## src/rtl/serial_le_seq_if.sv

```systemverilog
// Request/result bundle for the bit-serial a<=b comparator.
// Handshake: start is honoured only in an idle cycle (busy=0, done=0). Results are valid in the done cycle.
interface serial_le_seq_if #(
   parameter int W = 8
);
   localparam int IW = $clog2(W);

   logic          start;
   logic [W-1:0]  a;
   logic [W-1:0]  b;
   logic          busy;
   logic          done;
   logic          le_o;
   logic          eq_o;
   logic [IW-1:0] bit_idx;
   logic [1:0]    dbg_state;

   modport master (
      output start, a, b,
      input  busy, done, le_o, eq_o, bit_idx, dbg_state
   );

   modport slave (
      input  start, a, b,
      output busy, done, le_o, eq_o, bit_idx, dbg_state
   );
endinterface

```

## src/rtl/serial_le_seq.sv

```systemverilog
// Sequential MSB-first unsigned comparator: one bit per clock, reports a<=b and a==b with a done pulse.
// EARLY_EXIT selects stop-at-first-difference (variable latency) or a full W-bit scan (fixed latency).
module serial_le_seq #(
   parameter int W          = 8,
   parameter int EARLY_EXIT = 1
) (
   input  logic            clk,
   input  logic            rst_n,
   serial_le_seq_if.slave  bus
);
   localparam int IW = $clog2(W);

   typedef enum logic [1:0] {
      IDLE = 2'd0,
      SCAN = 2'd1,
      DONE = 2'd2
   } state_t;

   state_t        state_q;
   logic [W-1:0]  ra_q, rb_q;
   logic [IW-1:0] idx_q;
   logic          busy_q, done_q, le_q, eq_q;
   logic          dec_q, dle_q;

   logic a_bit, b_bit, differ, decided, last, finish, le_d;

   always_comb begin
      a_bit   = ra_q[idx_q];
      b_bit   = rb_q[idx_q];
      differ  = a_bit ^ b_bit;
      decided = dec_q | differ;
      last    = (idx_q == '0);
      finish  = last | ((EARLY_EXIT != 0) & decided);
      // First differing bit wins; an undecided scan means the operands are equal.
      if (dec_q)       le_d = dle_q;
      else if (differ) le_d = b_bit;
      else             le_d = 1'b1;
   end

   always_ff @(posedge clk or negedge rst_n) begin
      if (!rst_n) begin
         state_q <= IDLE;
         ra_q    <= '0;
         rb_q    <= '0;
         idx_q   <= '0;
         busy_q  <= 1'b0;
         done_q  <= 1'b0;
         le_q    <= 1'b0;
         eq_q    <= 1'b0;
         dec_q   <= 1'b0;
         dle_q   <= 1'b0;
      end else begin
         case (state_q)
            IDLE: begin
               done_q <= 1'b0;
               if (bus.start) begin
                  ra_q    <= bus.a;
                  rb_q    <= bus.b;
                  idx_q   <= IW'(W - 1);
                  dec_q   <= 1'b0;
                  dle_q   <= 1'b0;
                  busy_q  <= 1'b1;
                  state_q <= SCAN;
               end
            end
            SCAN: begin
               if (differ && !dec_q) begin
                  dec_q <= 1'b1;
                  dle_q <= b_bit;
               end
               if (finish) begin
                  le_q    <= le_d;
                  eq_q    <= ~decided;
                  done_q  <= 1'b1;
                  idx_q   <= '0;
                  state_q <= DONE;
               end else begin
                  idx_q <= idx_q - 1'b1;
               end
            end
            DONE: begin
               done_q  <= 1'b0;
               busy_q  <= 1'b0;
               state_q <= IDLE;
            end
            default: begin
               done_q  <= 1'b0;
               busy_q  <= 1'b0;
               state_q <= IDLE;
            end
         endcase
      end
   end

   assign bus.busy      = busy_q;
   assign bus.done      = done_q;
   assign bus.le_o      = le_q;
   assign bus.eq_o      = eq_q;
   assign bus.bit_idx   = idx_q;
   assign bus.dbg_state = state_q;
endmodule

```

## src/flat_wrapper.sv

```systemverilog
// flat-port wrapper written by rule: the top's interface ports become plain ports
module serial_le_seq_flat 
#(
   parameter int W          = 8,
   parameter int EARLY_EXIT = 1
)
  (clk, rst_n, bus_start, bus_a, bus_b, bus_busy, bus_done, bus_le_o, bus_eq_o, bus_bit_idx, bus_dbg_state);
  serial_le_seq_if #(.W(W)) bus_i ();
  input  logic clk;
  input  logic rst_n;
  input wire logic [$bits(bus_i.start)-1:0] bus_start;
  input wire logic [$bits(bus_i.a)-1:0] bus_a;
  input wire logic [$bits(bus_i.b)-1:0] bus_b;
  output wire logic [$bits(bus_i.busy)-1:0] bus_busy;
  output wire logic [$bits(bus_i.done)-1:0] bus_done;
  output wire logic [$bits(bus_i.le_o)-1:0] bus_le_o;
  output wire logic [$bits(bus_i.eq_o)-1:0] bus_eq_o;
  output wire logic [$bits(bus_i.bit_idx)-1:0] bus_bit_idx;
  output wire logic [$bits(bus_i.dbg_state)-1:0] bus_dbg_state;
  assign bus_i.start = bus_start;
  assign bus_i.a = bus_a;
  assign bus_i.b = bus_b;
  assign bus_busy = bus_i.busy;
  assign bus_done = bus_i.done;
  assign bus_le_o = bus_i.le_o;
  assign bus_eq_o = bus_i.eq_o;
  assign bus_bit_idx = bus_i.bit_idx;
  assign bus_dbg_state = bus_i.dbg_state;
  serial_le_seq #(.W(W), .EARLY_EXIT(EARLY_EXIT)) u_core (.clk(clk), .rst_n(rst_n), .bus(bus_i));
endmodule
```

## config.mk

```make
export PLATFORM = sky130hd
export DESIGN_NAME = serial_le_seq_flat
export DESIGN_NICKNAME = d
export VERILOG_FILES = /design/src/rtl/serial_le_seq_if.sv /design/src/rtl/serial_le_seq.sv /design/src/flat_wrapper.sv
export SDC_FILE = /design/constraint.sdc
export NUM_CORES = 1
export LEC_CHECK = 0
export CAP_MARGIN = 20
export CORE_MARGIN = 5
export CORE_UTILIZATION = 53
export CTS_CLUSTER_DIAMETER = 30
export DETAILED_ROUTE_END_ITERATION = 10
export GPL_TIMING_DRIVEN = 0
export PLACE_DENSITY = 0.83
export REMOVE_ABC_BUFFERS = 1
export SYNTH_ARGS = -nofsm -noshare
export SYNTH_HDL_FRONTEND = slang
export SYNTH_SLANG_ARGS = --single-unit
```

## constraint.sdc

```tcl
create_clock -name clk -period 7.25 [get_ports clk]
set_input_delay 1.45 -clock clk [delete_from_list [all_inputs] [get_ports clk]]
set_output_delay 1.45 -clock clk [all_outputs]
set_load 0.02 [all_outputs]
```

==> results of run 1 <==
## layout make-up
class,instances,share of cell area [%]
Clock buffer,3,1.394
Clock inverter,1,0.3098
Inverter,3,0.6971
Multi-Input combinational cell,95,35.17
Sequential cell,27,41.83
Tap cell,28,2.169
Timing Repair Buffer,28,18.44
## tightest hold or removal path, stage by stage (launching register included)
cell     delay [ns]
dfrtp_1        0.37
nand2_1        0.05
nand2_1        0.06
## cells by family (layout without fill, tap and decap cells)
kind of cell	after synthesis	in the layout	share of synthesized area, %
fa+ha+maj	3	3	2.910
flops	27	27	52.38
mux	8	8	9.020
compound gates	16	16	9.216
buf+inv	9	35	3.588
simple gates	68	68	22.89
## placed cells by master (no fill, tap or decap), types with 2 or more instances in the layout
| cell | n |
|---|---|
| dfrtp_1 | 27 |
| inv_1 | 3 |
| mux2i_1 | 3 |
| o21ai_0 | 4 |
| nand2_1 | 52 |
| nor2b_1 | 5 |
| mux2_2 | 2 |
| nand2b_1 | 2 |
| ha_1 | 3 |
| nor2_1 | 4 |
| mux4_1 | 2 |
| clkbuf_4 | 3 |
| clkdlybuf4s50_1 | 27 |
| a211oi_1 | 3 |
## metal layers
metal | up-vias | GRT usage (%) | wire (um)
met3 | 5 | 3.704 | 144
met2 | 25 | 26.99 | 1272
met1 | 480 | 20.53 | 1112
met5 | - | 0 | 0
li1 | 482 | - | -
met4 | 0 | 10.03 | 44
## flip-flops by register name, indices dropped and copies added, names as in the netlist
name,cells
u_core.bus.dbg_state,2
u_core.dle_q,1
u_core.ra_q,8
u_core.rb_q,8
u_core.dec_q,1
u_core.bus.done,1
u_core.bus.eq_o,1
u_core.bus.busy,1
u_core.bus.le_o,1
u_core.bus.bit_idx,3
## power groups by stage
stage / Combinational (mW) / Clock, mW / Sequential (mW)
finish: 0.356 / 0.0672 / 0.288
global route: 0.406 / 0.0752 / 0.299
CTS: 0.361 / 0.0687 / 0.287
detailed placement: 0.359 / 0 / 0.291
global placement: 0.342 / 0 / 0.287
floorplan: 0.221 / 0 / 0.303
## worst min-delay path by stage
stage                   startpoint             end
CTS                 u_core.ra_q[5]  u_core.ra_q[5]
detailed placement  u_core.ra_q[5]  u_core.ra_q[5]
global placement    u_core.ra_q[1]  u_core.ra_q[1]
global route        u_core.ra_q[0]  u_core.ra_q[0]
finish              u_core.ra_q[4]  u_core.ra_q[4]
floorplan           u_core.ra_q[1]  u_core.ra_q[1]
## stage by stage
stage                     instance area [um2]  instances  hold slack [ns]  util (%)  power, mW
final                                    1615        185           0.4946     70.97     0.7111
after global placement                   1560        180           0.4518     68.55     0.6284
after detailed placement                 1588        181           0.4609     69.76     0.6503
after global routing                     1615        185           0.5278     70.97     0.7802
after CTS                                1615        185           0.4965     70.97     0.7174
after floorplan                          1255        125           0.4373         -     0.5239
==> impl_metrics.csv, run 1 <==
group,metric,value,unit
cells_and_area,drive_gt1_share,6.369,%
yosys,ys_seq_elements,27,
yosys,synth_common_cells,"nand2_1, dfrtp_1, nor2b_1",
global_route,grt_pass1_wl,4436,um
placed_design,preCtsSetupSlack,4.182,ns
global_route,grt-ovfl-total,0,
yosys,synth-edff-count,0,
worst_setup_path,cp_max_fo,10,
route,wl_per_cell,13.91,um
pwr,power.density,440.2,mW/mm2
worst_setup_path,required,5.80,ns
sta,min_period_over_period,42.91,%
pwr,irDropWorstVdd,259.9,uV
worst_setup_path,path_buf_inv,1,
global_route,grt_max_degree,21,
pwr,power.switching,291.8,uW
placed_design,gp_congestion,0.7369,
clocking,cts_tree,"built",
floorplan,die_x,59.34,um
worst_setup_path,crit_type,"register to output pin",
cells_and_area,multi_input_area,568.0,um2
yosys,async_flop_share,100.0,%
worst_setup_path,startpoint_type,"register",
clocking,cts.path.max_buffers,2,
sta,fmax,321.4,MHz
worst_setup_path,cp-end-kind,"output pin",
pwr,internal_power,419.3,uW
floorplan,num_io_pins,28,
pwr,p_leak,0.7837,nW
global_route,first_global_vias,997,
route,route.antenna.remaining_nets,0,
cells_and_area,area_delta_synth_final,25.22,%
sta,worst_slew_pin_slew,0.9128,ns
job,cap_violations,0,
floorplan,die_area,0.003521,mm2
worst_setup_path,crit_path_end,"bus_bit_idx[0]",
yosys,yosys-top-cells-area,"dfrtp_1, nand2_1, mux4_1",
worst_setup_path,rrSetupSlack,4.44,ns
yosys,yosysWarnings,0,
yosys,ys_seq_area_share,52.38,%
worst_setup_path,cp.depth,1,
min_path,hold_path_depth,2,
yosys,synth_cells,131,
yosys,avgSynthCellArea,9.847,um2
clocking,post_cts_buffers,0,
clocking,clock_sinks,27,
sta,setup_ws,4.139,ns
clocking,htree_levels,1,
cells_and_area,n_antenna_cell,0,
floorplan,placement_rows,17,
route,initialDrtViolationCount,29,
global_route,track_usage,16.83,%
min_path,min_path_type,"register to register",
pwr,p_clk_share,9.4,%
sta,maxSlewHeadroom,38.88,%
worst_setup_path,worst_ep_arrival_time,1.66,ns
yosys,synth.most_common_cell,"nand2_1",
yosys,synth_flop_cell,"dfrtp_1",
clocking,cts_root_buffer,"clkbuf_4",
pwr,seqPwrFrac,40.5,%
route,routed_wirelength,2574,um
floorplan,start_util,56.68,%
worst_setup_path,cp_slowest_stage_delay,0.69,ns
cells_and_area,fillers,181,
placed_design,port_buffers,27,
worst_setup_path,cp_top_family,"buffers and inverters",
run_status,status,"complete, no violations",
worst_setup_path,worstPathCellList,"clkdlybuf4s50_1",
sta,min_period,3.111,ns
floorplan,core,0.002276,mm2
worst_setup_path,r2r_start,"u_core.bus.bit_idx[0]",
cells_and_area,nNetsFinal,180,
yosys,yosysTopAreaCellShare,52.38,%
worst_setup_path,setup.worst_path.start,"u_core.bus.bit_idx[0]",
worst_setup_path,crit_slowest_cell,"clkdlybuf4s50_1",
clocking,cts_buffers,3,
route,vias,992,
floorplan,die_h,59.34,um
clocking,postCtsHoldBufs,0,
clocking,insertion_delay,0.34,ns
yosys,synth_area,0.001290,mm2
cells_and_area,register_area,675.6,um2
sta,final_max_slew_viol_count,0,
sta,finalHoldViolCount,0,
clocking,ctsResizeCount,0,
yosys,yosysUniqueCellTypes,30,
route,firstDrtPassIters,4,
route,vias_per_cell,5.362,
sta,finalSetupViolations,0,
global_route,grt_antenna_before_repair,0,
sta,fin_setup_tns,0,ns
pwr,p_comb_share,50.1,%
yosys,yosys.area.top_type,"dfrtp_1",
placed_design,hpwl,1914,um
clocking,cts.clk_slew.worst_paths,0.15,ns
worst_setup_path,r2r-end,"u_core.bus.le_o",
sta,fin_skew,0.008113,ns
pwr,swShare,41.04,%
worst_setup_path,ff2ff_path_depth,6,
sta,rsz0062_at_grt,"false",
route,drc,0,
(Power assumes the default switching activity.)
==> run 2, diff against run 1 <==
- CORE_UTILIZATION: 53 -> 44
- PLACE_DENSITY: 0.83 -> 0.74
- clock period: 7.25 -> 2.6 ns (I/O delays scaled with it)
==> run 2 against run 1 <==
Against the previous run:
- cell count rose by 3.2%
- first-iteration DRC count rose by 31%
- power increased to 2.8 times the previous value
==> impl_metrics.csv, run 2 (synthesis gave the netlist of run 1 again) <==
group,metric,value,unit
global_route,first_global_vias,1002,
worst_setup_path,cp_max_fo,4,
sta,fin_skew,0.01184,ns
clocking,cts.clk_slew.worst_paths,0.14,ns
worst_setup_path,cp-end-kind,"register",
sta,setup_ws,0.1682,ns
worst_setup_path,crit_type,"register to register",
sta,finalSetupViolations,0,
run_status,status,"complete, no violations",
cells_and_area,register_area,676.9,um2
cells_and_area,final_cell_mix,"nand2_1, clkdlybuf4s50_1, dfrtp_1",
route,firstDrtPassIters,4,
global_route,grt_antenna_before_repair,0,
cells_and_area,multi_input_area,568.0,um2
global_route,grt_pass1_wl,4457,um
clocking,postCtsHoldBufs,0,
worst_setup_path,worstPathCellList,"mux4_1, mux2_2, ha_1, nor2b_1, a21oi_2, buf_4, a211oi_1",
route,wl_per_cell,13.39,um
route,route.antenna.remaining_nets,0,
clocking,insertion_delay,0.32,ns
cells_and_area,area_delta_synth_final,26.58,%
worst_setup_path,crit_slowest_cell,"mux4_1",
pwr,irDropWorstVdd,741.4,uV
placed_design,port_buffers,27,
worst_setup_path,path_buf_inv,1,
worst_setup_path,worst_ep_arrival_time,2.67,ns
placed_design,preCtsSetupSlack,-0.1760,ns
global_route,track_usage,13.27,%
route,initialDrtViolationCount,38,
worst_setup_path,cp_slowest_stage_delay,0.57,ns
route,vias,977,
placed_design,place_area,0.001579,mm2
clocking,cts.path.max_buffers,2,
placed_design,gp_congestion,0.7438,
clocking,clock_sinks,27,
cells_and_area,final_area,0.001633,mm2
clocking,htree_levels,1,
pwr,power,2.023,mW
floorplan,core,0.002781,mm2
placed_design,hpwl,1891,um
cells_and_area,fillers,249,
floorplan,placement_rows,19,
pwr,p_leak,0.7884,nW
sta,rsz0062_at_grt,"false",
route,routed_wirelength,2558,um
cells_and_area,nNetsFinal,183,
clocking,cts_buffers,3,
route,vias_per_cell,5.115,
global_route,grt-ovfl-total,0,
worst_setup_path,rrSetupSlack,0.17,ns
floorplan,num_io_pins,28,
clocking,cts_root_buffer,"clkbuf_4",
sta,finalHoldViolCount,0,
route,drc,0,
worst_setup_path,startpoint_type,"register",
floorplan,die_h,64.15,um
pwr,power.density,1239,mW/mm2
floorplan,die_x,64.15,um
global_route,grt_max_degree,20,
worst_setup_path,cp_top_family,"multiplexers",
floorplan,start_util,46.38,%
clocking,cts_tree,"built",
sta,final_max_slew_viol_count,0,
sta,maxSlewHeadroom,34.63,%
min_path,min_path_type,"register to register",
cells_and_area,drive_gt1_share,8.750,%
cells_and_area,fin_util,58.70,%
sta,min_period_over_period,93.53,%
job,cap_violations,0,
sta,min_period,2.432,ns
sta,worst_slew_pin_slew,0.9763,ns
cells_and_area,mostFrequentLayoutCell,"nand2_1",
worst_setup_path,required,2.83,ns
sta,fmax,411.2,MHz
cells_and_area,n_antenna_cell,0,
floorplan,die_area,0.004115,mm2
run 2: worst register-to-register path: cells and delay by family, from the launching register on:
family	cells	cell delay, ns
buffers and inverters	1	0.16
AND/OR/NAND/NOR	1	0.26
AO/OA/AOI/OAI	2	0.33
adder cells (fa/ha/maj)	1	0.31
multiplexers	2	0.85
flip-flops	1	0.44
run 2: final cells by class:
class                   instances  area share (%)
inverters                       3          0.6897
multi-input cells              95           34.79
repair buffers                 31           18.85
well taps                      31           2.375
clock inverters                 1          0.4598
flip-flops and latches         27           41.46
clock buffers                   3           1.379
run 2: routing by layer:
layer  up-vias  routed length, um  GRT usage [%]
met5         -                  0              0
met4         0                 12          3.308
met3         2                139          2.452
met2        21               1203          21.73
met1       464               1202          18.21
li1        490                  -              -
run 2: final timing paths:
kind	depth (start not counted)	to	startpoint
setup / recovery	7	u_core.bus.bit_idx[1]	u_core.bus.bit_idx[0]
max in group asynchronous	2	u_core.bus.bit_idx[2]	rst_n
setup reg to reg	7	u_core.bus.bit_idx[1]	u_core.bus.bit_idx[0]
hold reg to reg	2	u_core.ra_q[5]	u_core.ra_q[5]
min in group asynchronous	1	u_core.ra_q[2]	rst_n
hold / removal	2	u_core.ra_q[5]	u_core.ra_q[5]
run 2: what timing repair did:
action | in CTS | in global routing
pin swaps | 0 | 1
setup buffers | 2 | 1
setup endpoints to repair | 2 | 1
resized for setup | 1 | 0
run 2: stage by stage:
step | setup TNS, ns | cells | hold slack [ns]
floorplan | -0.02082 | 125 | 0.2244
global placement | -0.1711 | 183 | 0.4504
detailed placement | -0.1760 | 184 | 0.4584
CTS | 0 | 190 | 0.4922
global route | 0 | 191 | 0.5145
finish | 0 | 191 | 0.4913
run 2: power breakdown:
part / internal, mW / total (mW) / switching [mW] / leakage, nW
Combinational: 0.527 / 1.05 / 0.527 / 0.445
Clock: 0.0587 / 0.185 / 0.126 / 0.0139
Sequential: 0.620 / 0.784 / 0.164 / 0.330
Total: 1.21 / 2.02 / 0.817 / 0.788
==> run 3, diff against run 2 <==
- ABC_CLOCK_PERIOD_IN_PS: unset -> 2600
- PLACE_DENSITY: 0.74 -> 0.73
- SETUP_SLACK_MARGIN: unset -> 0.1
==> run 3 against run 2 <==
Against the previous run:
- sequential power rose by 0.8%
- routed wire length rose by 1.8%
- maximum frequency rose by 3.4%
- die area did not move
- sequential cell count did not move
- global-route usage rose by 0.65 points
- hold slack improved by 0.0050 ns
- critical path type unchanged
- non-clock buffer count did not move
==> impl_metrics.csv, run 3 (synthesis gave the netlist of run 1 again) <==
group,metric,value,unit
worst_setup_path,worst_ep_arrival_time,2.60,ns
placed_design,port_buffers,27,
global_route,track_usage,13.93,%
clocking,postCtsHoldBufs,0,
sta,fmax,425.2,MHz
pwr,power,2.065,mW
clocking,clock_sinks,27,
worst_setup_path,required,2.85,ns
sta,setup_ws,0.2481,ns
clocking,insertion_delay,0.34,ns
cells_and_area,nNetsFinal,183,
global_route,first_global_vias,1096,
placed_design,place_area,0.001592,mm2
worst_setup_path,startpoint_type,"register",
clocking,cts_buffers,3,
clocking,cts.path.max_buffers,2,
global_route,grt_pass1_wl,4719,um
route,vias_per_cell,5.267,
cells_and_area,final_area,0.001653,mm2
pwr,power.density,1249,mW/mm2
clocking,cts_root_buffer,"clkbuf_4",
route,wl_per_cell,13.63,um
worst_setup_path,cp_max_fo,4,
floorplan,die_h,64.15,um
pwr,irDropWorstVdd,783.1,uV
sta,min_period_over_period,90.46,%
worst_setup_path,cp-end-kind,"register",
sta,worst_slew_pin_slew,0.9693,ns
clocking,cts.clk_slew.worst_paths,0.16,ns
cells_and_area,area_delta_synth_final,28.13,%
global_route,grt-ovfl-total,0,
sta,finalHoldViolCount,0,
worst_setup_path,rrSetupSlack,0.25,ns
cells_and_area,register_area,676.9,um2
route,firstDrtPassIters,4,
route,vias,1006,
route,route.antenna.remaining_nets,0,
route,drc,0,
global_route,grt_max_degree,20,
placed_design,gp_congestion,0.7531,
placed_design,preCtsSetupSlack,-0.1865,ns
global_route,grt_antenna_before_repair,0,
cells_and_area,drive_gt1_share,9.375,%
floorplan,num_io_pins,28,
floorplan,start_util,46.38,%
sta,maxSlewHeadroom,35.10,%
placed_design,hpwl,1962,um
cells_and_area,n_antenna_cell,0,
run_status,status,"complete, no violations",
sta,finalSetupViolations,0,
sta,whs,0.4964,ns
floorplan,placement_rows,19,
floorplan,die_x,64.15,um
clocking,cts_tree,"built",
pwr,p_leak,0.7990,nW
route,initialDrtViolationCount,63,
min_path,min_path_type,"register to register",
cells_and_area,multi_input_area,575.6,um2
sta,rsz0062_at_grt,"false",
sta,min_period,2.352,ns
route,routed_wirelength,2604,um
job,cap_violations,0,
sta,final_max_slew_viol_count,0,
cells_and_area,mostFrequentLayoutCell,"nand2_1",
sta,fin_skew,0.01718,ns
floorplan,core,0.002781,mm2
clocking,htree_levels,1,
floorplan,die_area,0.004115,mm2
worst_setup_path,crit_type,"register to register",
cells_and_area,fillers,243,
cells_and_area,final_cell_mix,"nand2_1, clkdlybuf4s50_1, dfrtp_1",
==> run 3: cell counts in the layout (fill, tap and decap cells not counted) <==
No cell type changed its count.
==> run 3: final timing paths <==
path | start | end | cells after the start
setup / recovery | u_core.bus.bit_idx[0] | u_core.bus.le_o | 6
hold / removal | u_core.ra_q[5] | u_core.ra_q[5] | 2
setup reg to reg | u_core.bus.bit_idx[0] | u_core.bus.le_o | 6
hold reg to reg | u_core.ra_q[5] | u_core.ra_q[5] | 2
max in group asynchronous | rst_n | u_core.bus.bit_idx[0] | 2
min in group asynchronous | rst_n | u_core.bus.le_o | 1
==> run 3: critical path, stage by stage, from the launching register on <==
cell and delay (ns):
dfrtp_2 0.43, mux4_1 0.56, mux2_2 0.28, ha_1 0.33, nor2b_4 0.15, a21oi_2 0.18, mux2_1 0.33
==> run 3: routing by layer <==
metal	vias up	GRT usage [%]	share of wire, %
li1	491	-	-
met1	479	17.97	47
met2	31	23.37	47
met3	5	2.802	4.8
met4	0	4.580	1.6
met5	-	0	0
==> run 3: power by group <==
| group | total, mW | switching [mW] | internal, mW |
|---|---|---|---|
| Combinational | 1.09 | 0.521 | 0.564 |
| Clock | 0.190 | 0.131 | 0.0591 |
| Sequential | 0.790 | 0.169 | 0.621 |
| Total | 2.06 | 0.821 | 1.24 |
==> run 3: repair_timing <==
item,in CTS,in global routing
resized for setup,1,2
buffers inserted,3,0
setup endpoints to repair,6,5
pin swaps,1,0
==> run 3: per-stage QoR <==
step	setup TNS, ns	std cells	util (%)
floorplan	-0.02082	125	-
global placement	-0.1677	183	56.23
detailed placement	-0.1865	184	57.22
CTS	0	191	59.15
global route	0	191	59.42
finish	0	191	59.42
==> run 3: layout make-up <==
cell class                 count  share of cell area (%)
clock inverter                 1                  0.4542
timing repair buffer          31                   19.38
clock buffer                   3                   1.363
multi-input combinational     95                   34.82
tap                           31                   2.347
inverter                       3                  0.6813
sequential                    27                   40.95
